$ cat src/rtl/pc_seq_ctrl.sv
// Multicycle fetch/decode sequencer for PC-changing instructions; other opcodes go to the execute controller.
// Optional: define PC_SEQ_BRANCH_EXT_EN to decode ble (0x06) and bgt (0x07) as branches.
module pc_seq_ctrl #(
  parameter int MEM_WAIT = 2
) (
  input  logic       clk,
  input  logic       reset,
  input  logic [5:0] opcode,
  input  logic [5:0] funct,
  input  logic       exec_done,
  output logic       mem_read,
  output logic       ir_write,
  output logic       pc_write,
  output logic       eq_c,
  output logic       ne_c,
  output logic       gt_c,
  output logic       lte_c,
  output logic [1:0] pc_source,
  output logic       alu_src_a,
  output logic [1:0] alu_src_b,
  output logic [2:0] alu_op,
  output logic       aluout_write,
  output logic       reg_write_ra,
  output logic       sp_init,
  output logic       exec_req
);

  typedef enum logic [3:0] {
    RESET_ST = 4'd0,
    FETCH    = 4'd1,
    IR_LOAD  = 4'd2,
    DECODE   = 4'd3,
    BRANCH   = 4'd4,
    JUMP     = 4'd5,
    JAL      = 4'd6,
    JR       = 4'd7,
    HANDOFF  = 4'd8
  } state_e;

  typedef struct packed {
    logic       mem_read;
    logic       ir_write;
    logic       pc_write;
    logic       eq_c;
    logic       ne_c;
    logic [1:0] pc_source;
    logic       alu_src_a;
    logic [1:0] alu_src_b;
    logic [2:0] alu_op;
    logic       aluout_write;
    logic       reg_write_ra;
    logic       sp_init;
    logic       exec_req;
  } ctrl_t;

  localparam logic [2:0] WAIT_LAST = 3'(MEM_WAIT - 1);
  localparam logic [2:0] ALU_ADD   = 3'b001;
  localparam logic [2:0] ALU_SUB   = 3'b010;
  localparam logic [5:0] OP_RTYPE  = 6'h00;
  localparam logic [5:0] OP_J      = 6'h02;
  localparam logic [5:0] OP_JAL    = 6'h03;
  localparam logic [5:0] OP_BEQ    = 6'h04;
  localparam logic [5:0] OP_BNE    = 6'h05;
  localparam logic [5:0] FN_JR     = 6'h08;

  state_e     state_q, state_d;
  logic [2:0] cnt_q, cnt_d;
  ctrl_t      ctrl_q, ctrl_d;
  logic       is_branch;

`ifdef PC_SEQ_BRANCH_EXT_EN
  localparam logic [5:0] OP_BLE = 6'h06;
  localparam logic [5:0] OP_BGT = 6'h07;
  logic gt_q, lte_q;
  assign is_branch = (opcode == OP_BEQ) || (opcode == OP_BNE) ||
                     (opcode == OP_BLE) || (opcode == OP_BGT);
`else
  assign is_branch = (opcode == OP_BEQ) || (opcode == OP_BNE);
`endif

  // Output image of a state; opcode only matters for the BRANCH selects,
  // and it is stable from DECODE onward, so decoding it on BRANCH entry is safe.
  function automatic ctrl_t decode_ctrl(input state_e s, input logic [5:0] op);
    ctrl_t c;
    c = '0;
    case (s)
      RESET_ST: c.sp_init = 1'b1;
      FETCH:    c.mem_read = 1'b1;
      IR_LOAD: begin
        c.ir_write  = 1'b1;
        c.pc_write  = 1'b1;
        c.pc_source = 2'b00;
        c.alu_src_a = 1'b0;
        c.alu_src_b = 2'b01;
        c.alu_op    = ALU_ADD;
      end
      DECODE: begin
        c.alu_src_a    = 1'b0;
        c.alu_src_b    = 2'b11;
        c.alu_op       = ALU_ADD;
        c.aluout_write = 1'b1;
      end
      BRANCH: begin
        c.alu_src_a = 1'b1;
        c.alu_src_b = 2'b00;
        c.alu_op    = ALU_SUB;
        c.pc_source = 2'b01;
        c.eq_c      = (op == OP_BEQ);
        c.ne_c      = (op == OP_BNE);
      end
      JUMP: begin
        c.pc_write  = 1'b1;
        c.pc_source = 2'b10;
      end
      JAL: begin
        c.reg_write_ra = 1'b1;
        c.pc_write     = 1'b1;
        c.pc_source    = 2'b10;
      end
      JR: begin
        c.pc_write  = 1'b1;
        c.pc_source = 2'b11;
      end
      HANDOFF:  c.exec_req = 1'b1;
      default:  c = '0;
    endcase
    return c;
  endfunction

  always_comb begin
    state_d = state_q;
    cnt_d   = cnt_q;
    case (state_q)
      RESET_ST: begin
        state_d = FETCH;
        cnt_d   = '0;
      end
      FETCH: begin
        if (cnt_q == WAIT_LAST) begin
          state_d = IR_LOAD;
          cnt_d   = '0;
        end else begin
          cnt_d = cnt_q + 3'd1;
        end
      end
      IR_LOAD: state_d = DECODE;
      DECODE: begin
        if (is_branch)                                   state_d = BRANCH;
        else if (opcode == OP_J)                         state_d = JUMP;
        else if (opcode == OP_JAL)                       state_d = JAL;
        else if ((opcode == OP_RTYPE) && (funct == FN_JR)) state_d = JR;
        else                                             state_d = HANDOFF;
      end
      BRANCH, JUMP, JAL, JR: state_d = FETCH;
      HANDOFF: begin
        if (exec_done) state_d = FETCH;
      end
      default: begin
        state_d = RESET_ST;
        cnt_d   = '0;
      end
    endcase
  end

  assign ctrl_d = decode_ctrl(state_d, opcode);

  always_ff @(posedge clk) begin
    if (reset) begin
      state_q <= RESET_ST;
      cnt_q   <= '0;
      ctrl_q  <= decode_ctrl(RESET_ST, opcode);
`ifdef PC_SEQ_BRANCH_EXT_EN
      gt_q    <= 1'b0;
      lte_q   <= 1'b0;
`endif
    end else begin
      state_q <= state_d;
      cnt_q   <= cnt_d;
      ctrl_q  <= ctrl_d;
`ifdef PC_SEQ_BRANCH_EXT_EN
      gt_q    <= (state_d == BRANCH) && (opcode == OP_BGT);
      lte_q   <= (state_d == BRANCH) && (opcode == OP_BLE);
`endif
    end
  end

  assign mem_read     = ctrl_q.mem_read;
  assign ir_write     = ctrl_q.ir_write;
  assign pc_write     = ctrl_q.pc_write;
  assign eq_c         = ctrl_q.eq_c;
  assign ne_c         = ctrl_q.ne_c;
  assign pc_source    = ctrl_q.pc_source;
  assign alu_src_a    = ctrl_q.alu_src_a;
  assign alu_src_b    = ctrl_q.alu_src_b;
  assign alu_op       = ctrl_q.alu_op;
  assign aluout_write = ctrl_q.aluout_write;
  assign reg_write_ra = ctrl_q.reg_write_ra;
  assign sp_init      = ctrl_q.sp_init;
  assign exec_req     = ctrl_q.exec_req;

`ifdef PC_SEQ_BRANCH_EXT_EN
  assign gt_c  = gt_q;
  assign lte_c = lte_q;
`else
  assign gt_c  = 1'b0;
  assign lte_c = 1'b0;
`endif

endmodule

$ cat config.mk
export PLATFORM = sky130hd
export DESIGN_NAME = pc_seq_ctrl
export DESIGN_NICKNAME = d
export VERILOG_FILES = /design/src/rtl/pc_seq_ctrl.sv
export SDC_FILE = /design/constraint.sdc
export NUM_CORES = 1
export LEC_CHECK = 0
export CAP_MARGIN = 20
export CORE_MARGIN = 5
export CORE_UTILIZATION = 35
export DETAILED_ROUTE_END_ITERATION = 8
export PLACE_DENSITY_LB_ADDON = 0.3
export SLEW_MARGIN = 20
export SYNTH_ARGS = -nofsm -noshare
export SYNTH_HDL_FRONTEND = slang
export SYNTH_SLANG_ARGS = --single-unit
$ cat constraint.sdc
create_clock -name clk -period 2.2 [get_ports clk]
set_clock_uncertainty 0.15 [all_clocks]
set_input_delay 0.44 -clock clk [delete_from_list [all_inputs] [get_ports clk]]
set_output_delay 0.44 -clock clk [all_outputs]
set_load 0.05 [all_outputs]
# Word level (Yosys, flattened, before mapping)
# Index checks and enable logic that the tools add are counted.
[word_totals] regBits=24 output_inout_bits=19 word_cells=67 in_bits=15
[op_classes] muxes=18 add_sub_neg=1 bitwise=1 eq_ne=22 reduce_logical=10
[op_table] op="4-bit by 3-bit == test with 1-bit output (second input constant)" n=8
[op_table] op="4-bit two-way mux" n=6
[op_table] op="4-bit case mux with 5 select lines" n=1
[op_table] op="6-bit case mux with 3 select lines" n=1
[op_table] op="4-bit by 2-bit == test with 1-bit output (second input constant)" n=4
[op_table] op="6-bit by 2-bit == test with 1-bit output (second input constant)" n=2
[op_table] op="6-bit by 3-bit == test with 1-bit output (second input constant)" n=2
[op_table] op="4-bit by 1-bit == test with 1-bit output (second input constant)" n=2
[op_table] op="4-bit == test (second input constant)" n=2
[op_table] op="4-bit zero test" n=2
[op_table] op="1-bit two-way mux" n=7
[op_table] op="7-bit OR reduction" n=1
[op_table] op="6-bit by 4-bit == test with 1-bit output (second input constant)" n=1
[op_table] op="6-bit zero test" n=1
[op_table] op="2-bit case mux with 3 select lines" n=1
[op_table] op="3-bit case mux with 2 select lines" n=1
[op_table] op="5-bit OR reduction" n=1
[op_table] op="2-bit OR reduction" n=2
[op_table] op="4-bit OR reduction" n=1
[op_table] op="3-bit by 1-bit adder with 3-bit output (second input constant)" n=1
[op_table] op="3-bit by 1-bit == test with 1-bit output (second input constant)" n=1
[op_table] op="3-bit two-way mux" n=1
[op_table] op="1-bit logical AND" n=1
[op_table] op="1-bit logical OR" n=1
[op_table] op="1-bit NOT" n=1

# Longest topological paths before layout
# Gate-level depths: netlist of the first run.
[depth] depth_word=10 mapped_depth=6 ltp_nobuf=5

# Worst setup path before layout of the first run
# OpenSTA, ideal clock, no wires.
[synth_timing] path_kind="in2reg" start="input port funct[2]" end="register ctrl_q, in the netlist alu_op[1]" t_required_ps=1935 cell_stages=5 n_path_buf=0 t_arrival_ps=1741 slack_ps=193 setup_time_ps=115 path_cell_list="or4b_4 -> nor4_4 -> o21a_2 -> nor2_1 -> and3_1"
[synth_between] elab_chain_cells=9 elab_cells_between_ends=11 cone_classes="4 x eq/ne; 6 x mux; 1 x reduce/logical"
[synth_lines] item="start: declaration" line="9" text="input logic [5:0] funct,"
[synth_lines] item="6-bit by 4-bit == test with 1-bit output *" line="151" text="else if ((opcode == OP_RTYPE) && (funct == FN_JR)) state_d = JR;"
[synth_lines] item="1-bit logical AND *" line="151"
[synth_lines] item="4-bit two-way mux *" line="151"
[synth_lines] item="4-bit two-way mux *" line="150" text="else if (opcode == OP_JAL) state_d = JAL;"
[synth_lines] item="4-bit two-way mux *" line="149" text="else if (opcode == OP_J) state_d = JUMP;"
[synth_lines] item="4-bit two-way mux *" line="148" text="if (is_branch) state_d = BRANCH;"
[synth_lines] item="4-bit case mux with 5 select lines *" line="133" text="case (state_q)"
[synth_lines] item="4-bit by 3-bit == test with 1-bit output or 4-bit by 2-bit == test with 1-bit output (tied branches)" line="86" text="case (s)"
[synth_lines] item="6-bit case mux with 3 select lines *" line="86"
[synth_lines] item="end signal: assignment" line="171" text="ctrl_q <= decode_ctrl(RESET_ST, opcode);"
[synth_lines] item="end signal: assignment" line="179" text="ctrl_q <= ctrl_d;"
[synth_lines] item="end: declaration" line="68" text="ctrl_t ctrl_q, ctrl_d;"
# Mark *: on every way between the ends. The rest lies on a longest branch, timed or not.
# A chain may end at the register's enable or synchronous reset.

# Final worst setup path of the first run
[layout_timing] start="input port opcode[5]" end="register ctrl_q, in the netlist alu_op[1]"
[layout_between] elab_chain_cells=9 elab_cells_between_ends=16 cone_classes="7 x eq/ne; 6 x mux; 3 x reduce/logical"
[layout_lines] item="start: declaration" line="8" text="input logic [5:0] opcode,"
[layout_lines] item="6-bit zero test" line="151"
[layout_lines] item="1-bit logical AND" line="151"
[layout_lines] item="4-bit two-way mux" line="151"
[layout_lines] item="4-bit two-way mux" line="150"
[layout_lines] item="4-bit two-way mux" line="149"
[layout_lines] item="4-bit two-way mux *" line="148"
[layout_lines] item="4-bit case mux with 5 select lines *" line="133"
[layout_lines] item="4-bit by 3-bit == test with 1-bit output or 4-bit by 2-bit == test with 1-bit output (tied branches)" line="86"
[layout_lines] item="6-bit case mux with 3 select lines *" line="86"
# Marked as above.

==> flow_metrics.tcl, run 1 <==
set metrics [dict create \
    outcome "finished clean" \
    start_util_pct 37.2 \
    postCtsSetupBuffers 0 \
    dieArea_um2 3790 \
    synth_commonest_cells "dfxtp_1, a21oi_1, nor2_1" \
    fin_nets 155 \
    power.leakage_nw 0.516 \
    hpwlAfterDp_um 1730 \
    cap_viol_max_count 0 \
    layout_setup_ws_ns 0.0719 \
    synth.most_common_cell "dfxtp_1" \
    cts_tree "done" \
    grt.total_usage_pct 12.8 \
    worstSetupEndpointType "register" \
    die_width_um 61.6 \
    grt_pass1_vias 896 \
    insertion_delay_ns 0.30 \
    yosys_most_used_dff "dfxtp_1" \
    yosys.area.top_type "dfxtp_1" \
    routed_via_density 4.98 \
    required_ns 2.26 \
    fmax_mhz 470 \
    post_route_cells_drive_above_1_share_pct 16.5 \
    diodes 0 \
    final_util_pct 53.0 \
    port-buffer-count 30 \
    p_per_area_nw_per_um2 554 \
    grt_pass1_wl_um 3600 \
    irDropWorstVdd_mv 0.362 \
    vias 841 \
    gp_congestion 0.807 \
    ant_nets 0 \
    wirelength_um 2130 \
    pin_count 34 \
    setup_viol 0 \
    clockBufferDepth 2 \
    avgSynthCellArea_um2 9.13 \
    worstPathArrival_ns 2.19 \
    syn_inst 102 \
    dp_cells 165 \
    cts.sinks 21 \
    wire_per_inst_um 12.6 \
    tightest_slew_ns 0.503 \
    async_reset_ff_share_pct 0 \
    worstPathMaxFanout 6 \
    ctsRootBufferMaster "clkbuf_4" \
    synth_edf_count 0 \
    drc 0 \
    crit_type "input port to register" \
    drt-initial-drc-count 24 \
    antenna_found_initial 0 \
    grt_start_max_net_pins 13 \
    slew_headroom_pct 66.2 \
    die_y_um 61.6 \
    hold_viol_final 0 \
    min_period_ns 2.13 \
    yosys-top-cells-area "dfxtp_1, a21oi_1, buf_4, nor2_1, nor3_1" \
    seq_area_frac_synth_pct 45.2 \
    startpoint_type "input port" \
    grt_overflow 0 \
    pre_cts_ws_ns -0.320 \
    ys_types 37 \
    core_um2 2500 \
    synth_warnings 0 \
    place_area_um2 1290 \
    syn_area_um2 931 \
    std_cell_rows 18 \
    path_clk_slew_ns 0.11 \
    fin_crit_sh_pct 96.7 \
    finalMaxSlewViolations 0 \
    first_pass_iters 4 \
    cts_inserted_buffers 3 \
    design_area_um2 1320 \
    syn2layout_area_growth_pct 42.2 \
    synth_seq_cells 21 \
    htreeDepth 1 \
    hold_class "register to register" \
    instances_no_fill 169 \
    synth_top_area_share_pct 45.2 \
]
==> power by group <==
| group | internal, W | switching (W) | leakage, nW | total, W |
|---|---|---|---|---|
| clock network | 0.0000678 | 0.000115 | 0.0177 | 0.000182 |
| registers | 0.000391 | 0.00000805 | 0.171 | 0.000400 |
| logic | 0.0000674 | 0.0000846 | 0.328 | 0.000152 |
| total | 0.000527 | 0.000207 | 0.516 | 0.000734 |
==> what timing repair did <==
item | 4_1_cts | 5_1_grt
gates resized for setup | 0 | 1
setup endpoints to repair | 0 | 4
hold buffers | 0 | 0
==> cells in the final DEF (no fill, tap or decap), types with 2 or more instances in the layout <==
master / count
clkbuf_4: 3
nor3_1: 6
buf_4: 8
a21oi_1: 12
nor3b_1: 2
nor2b_1: 2
nand2_1: 4
nand3b_1: 2
conb_1: 3
nor2_1: 10
inv_1: 5
clkdlybuf4s50_1: 30
dfxtp_1: 21
nor4bb_1: 2
o21ai_0: 4
==> layer usage <==
layer | up-vias | routed length (um) | GRT usage [%] | share of wire, %
li1 | 430 | - | - | -
met1 | 378 | 887 | 14.3 | 42
met2 | 24 | 1050 | 21.7 | 49
met3 | 9 | 115 | 3.35 | 5.4
met4 | 0 | 79 | 7.27 | 3.7
met5 | - | 0 | 0 | 0
==> registers in the layout, indices dropped and copies added, names as in the netlist, 2 cells and up <==
name and count:
alu_src_b 2, pc_source 2, cnt_q 3, state_q 4
==> kinds of logic after synthesis <==
group                  count (synthesis)  share of synthesized area (%)
DFF                                   21                           45.2
other                                  1                          0.403
buffers and inverters                 12                           6.86
and+or+nand+nor                       44                           32.0
AOI/OAI and AO/OA                     24                           15.6
==> worst paths after layout <==
kind,endpoint,depth (start not counted),start,slack [ns]
setup / recovery,alu_op[1],6,opcode[5],0.07
hold / removal,cnt_q[2],2,cnt_q[2],0.38
setup reg to reg,alu_op[1],5,cnt_q[0],0.38
hold reg to reg,cnt_q[2],2,cnt_q[2],0.38
==> final cells by class <==
class	count	area [um2]
Fill cell	242	1180
Inverter	5	18.8
Clock buffer	3	22.5
Clock inverter	1	5.00
Timing Repair Buffer	38	360
Sequential cell	21	420
Tap cell	30	37.5
Multi-Input combinational cell	71	459
==> worst max-delay path, stage by stage <==
cell             delay [ns]
clkdlybuf4s50_1        0.43
or3_4                  0.42
nor4b_1                0.38
o21ai_2                0.16
and2_4                 0.20
and3_1                 0.16
==> through the flow <==
step / power, W / setup TNS [ns] / hold WS, ns
finish: 0.000734 / 0 / 0.384
global route: 0.000778 / -0.0246 / 0.424
CTS: 0.000743 / 0 / 0.377
detailed placement: 0.000560 / -3.18 / 0.360
global placement: 0.000556 / -2.49 / 0.339
floorplan: 0.000500 / 0 / 0.321
Power figures use the tool's default switching activity.
==> inputs of run 2 (changes only) <==
--- a/constraint.sdc
+++ b/constraint.sdc
@@ -3,3 +3,3 @@
 set_input_delay 0.44 -clock clk [delete_from_list [all_inputs] [get_ports clk]]
 set_output_delay 0.44 -clock clk [all_outputs]
-set_load 0.05 [all_outputs]
+set_load 0.005 [all_outputs]
==> results of run 2 <==
Same layout as run 1 (identical final DEF). Status: finished clean.
Among the figures that moved: total power 0.000734 W -> 0.000697 W; worst IR drop on VDD 0.362 mV -> 0.323 mV
==> inputs of run 3 (changes only) <==
- clock period: 2.2 -> 2.1 ns (I/O delays scaled with it)
==> flow_metrics.tcl, run 3 (same netlist as run 1, synthesis figures left out) <==
set metrics [dict create \
    cts.hold.buffers_added 0 \
    layout_setup_ws_ns 0.0586 \
    layout_commonest_cell "clkdlybuf4s50_1" \
    min_period_ns 2.04 \
    rsz0062_at_grt "true" \
    cts_inserted_buffers 3 \
    fmax_mhz 490 \
    busiest_layer "met2" \
    largest_register "state_q" \
    top_regs "state_q (4), cnt_q (3)" \
    diodes 0 \
    post_route_cells_drive_above_1_share_pct 18.0 \
    hold_viol_final 0 \
    ctsRootBufferMaster "clkbuf_4" \
    largest_reg_flops 4 \
    path_clk_slew_ns 0.11 \
    antenna_found_initial 0 \
    first_pass_iters 4 \
    finalMaxSlewViolations 0 \
    worstPathMaxFanout 4 \
    slew_headroom_pct 62.7 \
    die_width_um 61.6 \
    hold_class "register to register" \
    tightest_slew_ns 0.556 \
    met3_usage_pct 3.35 \
    clockBufferDepth 2 \
    start_util_pct 37.2 \
    required_ns 2.20 \
    fill_cells 229 \
    crit_type "input port to register" \
    ant_nets 0 \
    hold_ws_ns 0.369 \
    irDropWorstVdd_mv 0.348 \
    drt-initial-drc-count 29 \
    mostFrequentLayoutCells "clkdlybuf4s50_1, dfxtp_1, a21oi_1" \
    cts.sinks 21 \
    setup_tns_ns 0 \
    drc 0 \
    grt_start_max_net_pins 13 \
    startpoint_type "input port" \
    dieArea_um2 3790 \
    worstSetupEndpointType "register" \
    gp_congestion 0.811 \
    critical_path.max_stage_delay_ns 0.42 \
    cap_viol_max_count 0 \
    use_met2_pct 21.1 \
    power.leakage_nw 0.578 \
    wirelength_um 2070 \
    grt.total_usage_pct 12.2 \
    fin_crit_sh_pct 97.2 \
    grt_overflow 0 \
    routed_via_density 5.17 \
    grt_pass1_wl_um 3460 \
    use_met1_pct 13.2 \
    p_per_area_nw_per_um2 536 \
    crit_chain "clkdlybuf4s50_1 > or3_4 > buf_4 > nor4b_4 > o21ai_2 > a211oi_2 > and2_1" \
    std_cell_rows 18 \
    hpwlAfterDp_um 1650 \
    vias 874 \
    worstPathArrival_ns 2.14 \
    pre_cts_ws_ns -0.369 \
    htreeDepth 1 \
    insertion_delay_ns 0.30 \
    outcome "finished clean" \
    syn2layout_area_growth_pct 45.7 \
    core_um2 2500 \
    port-buffer-count 30 \
    fin_nets 155 \
    setup_viol 0 \
    wire_per_inst_um 12.3 \
    pin_count 34 \
    cts_tree "done" \
    grt_pass1_vias 874 \
    crit_path_top_delay_cell "clkdlybuf4s50_1" \
    die_y_um 61.6 \
]
==> run 3: layer usage <==
| layer | share of wire [%] | wire length [um] |
|---|---|---|
| met5 | 0 | 0 |
| met1 | 41 | 849 |
| met2 | 51 | 1060 |
| met3 | 5.6 | 117 |
| met4 | 1.9 | 39 |
==> run 3: power by group <==
group	switching (W)	internal, W
Sequential	0.00000839	0.000410
Combinational	0.0000523	0.0000693
Clock	0.000116	0.0000710
==> run 3: cell type report <==
cell class / count / area (um2) / share of cell area, %
well taps: 30 / 37.5 / 2.77
repair buffers: 38 / 375 / 27.7
multi-input cells: 71 / 477 / 35.1
clock inverters: 1 / 5.00 / 0.369
inverters: 5 / 18.8 / 1.38
clock buffers: 3 / 22.5 / 1.66
flip-flops and latches: 21 / 420 / 31.0
==> run 3: worst paths after layout <==
path | slack [ns] | to | cells past startpoint | start
worst min register to register | 0.37 | cnt_q[2] | 2 | cnt_q[2]
worst max-delay path | 0.06 | mem_read | 7 | opcode[3]
worst max register to register | 0.27 | ir_write | 5 | cnt_q[0]
worst min-delay path | 0.37 | cnt_q[2] | 2 | cnt_q[2]
==> run 3: repair_timing <==
action,in CTS,in global routing
buffers inserted,0,1
resized for setup,1,10
pin swaps,5,8
setup endpoints to repair,3,10
cloned,0,0
==> run 3: critical path, delay by kind of cell <==
kind            cells  cell delay, ns
simple gates        3            0.78
buf+inv             2            0.57
compound gates      2            0.37
==> run 3: through the flow <==
step / util (%) / area (um2) / total power [W] / std cells
floorplan: - / 938 / 0.000485 / 104
global placement: 51.4 / 1280 / 0.000542 / 164
detailed placement: 51.4 / 1280 / 0.000546 / 164
CTS: 52.7 / 1320 / 0.000739 / 168
global route: 54.3 / 1360 / 0.000770 / 169
finish: 54.3 / 1360 / 0.000727 / 169
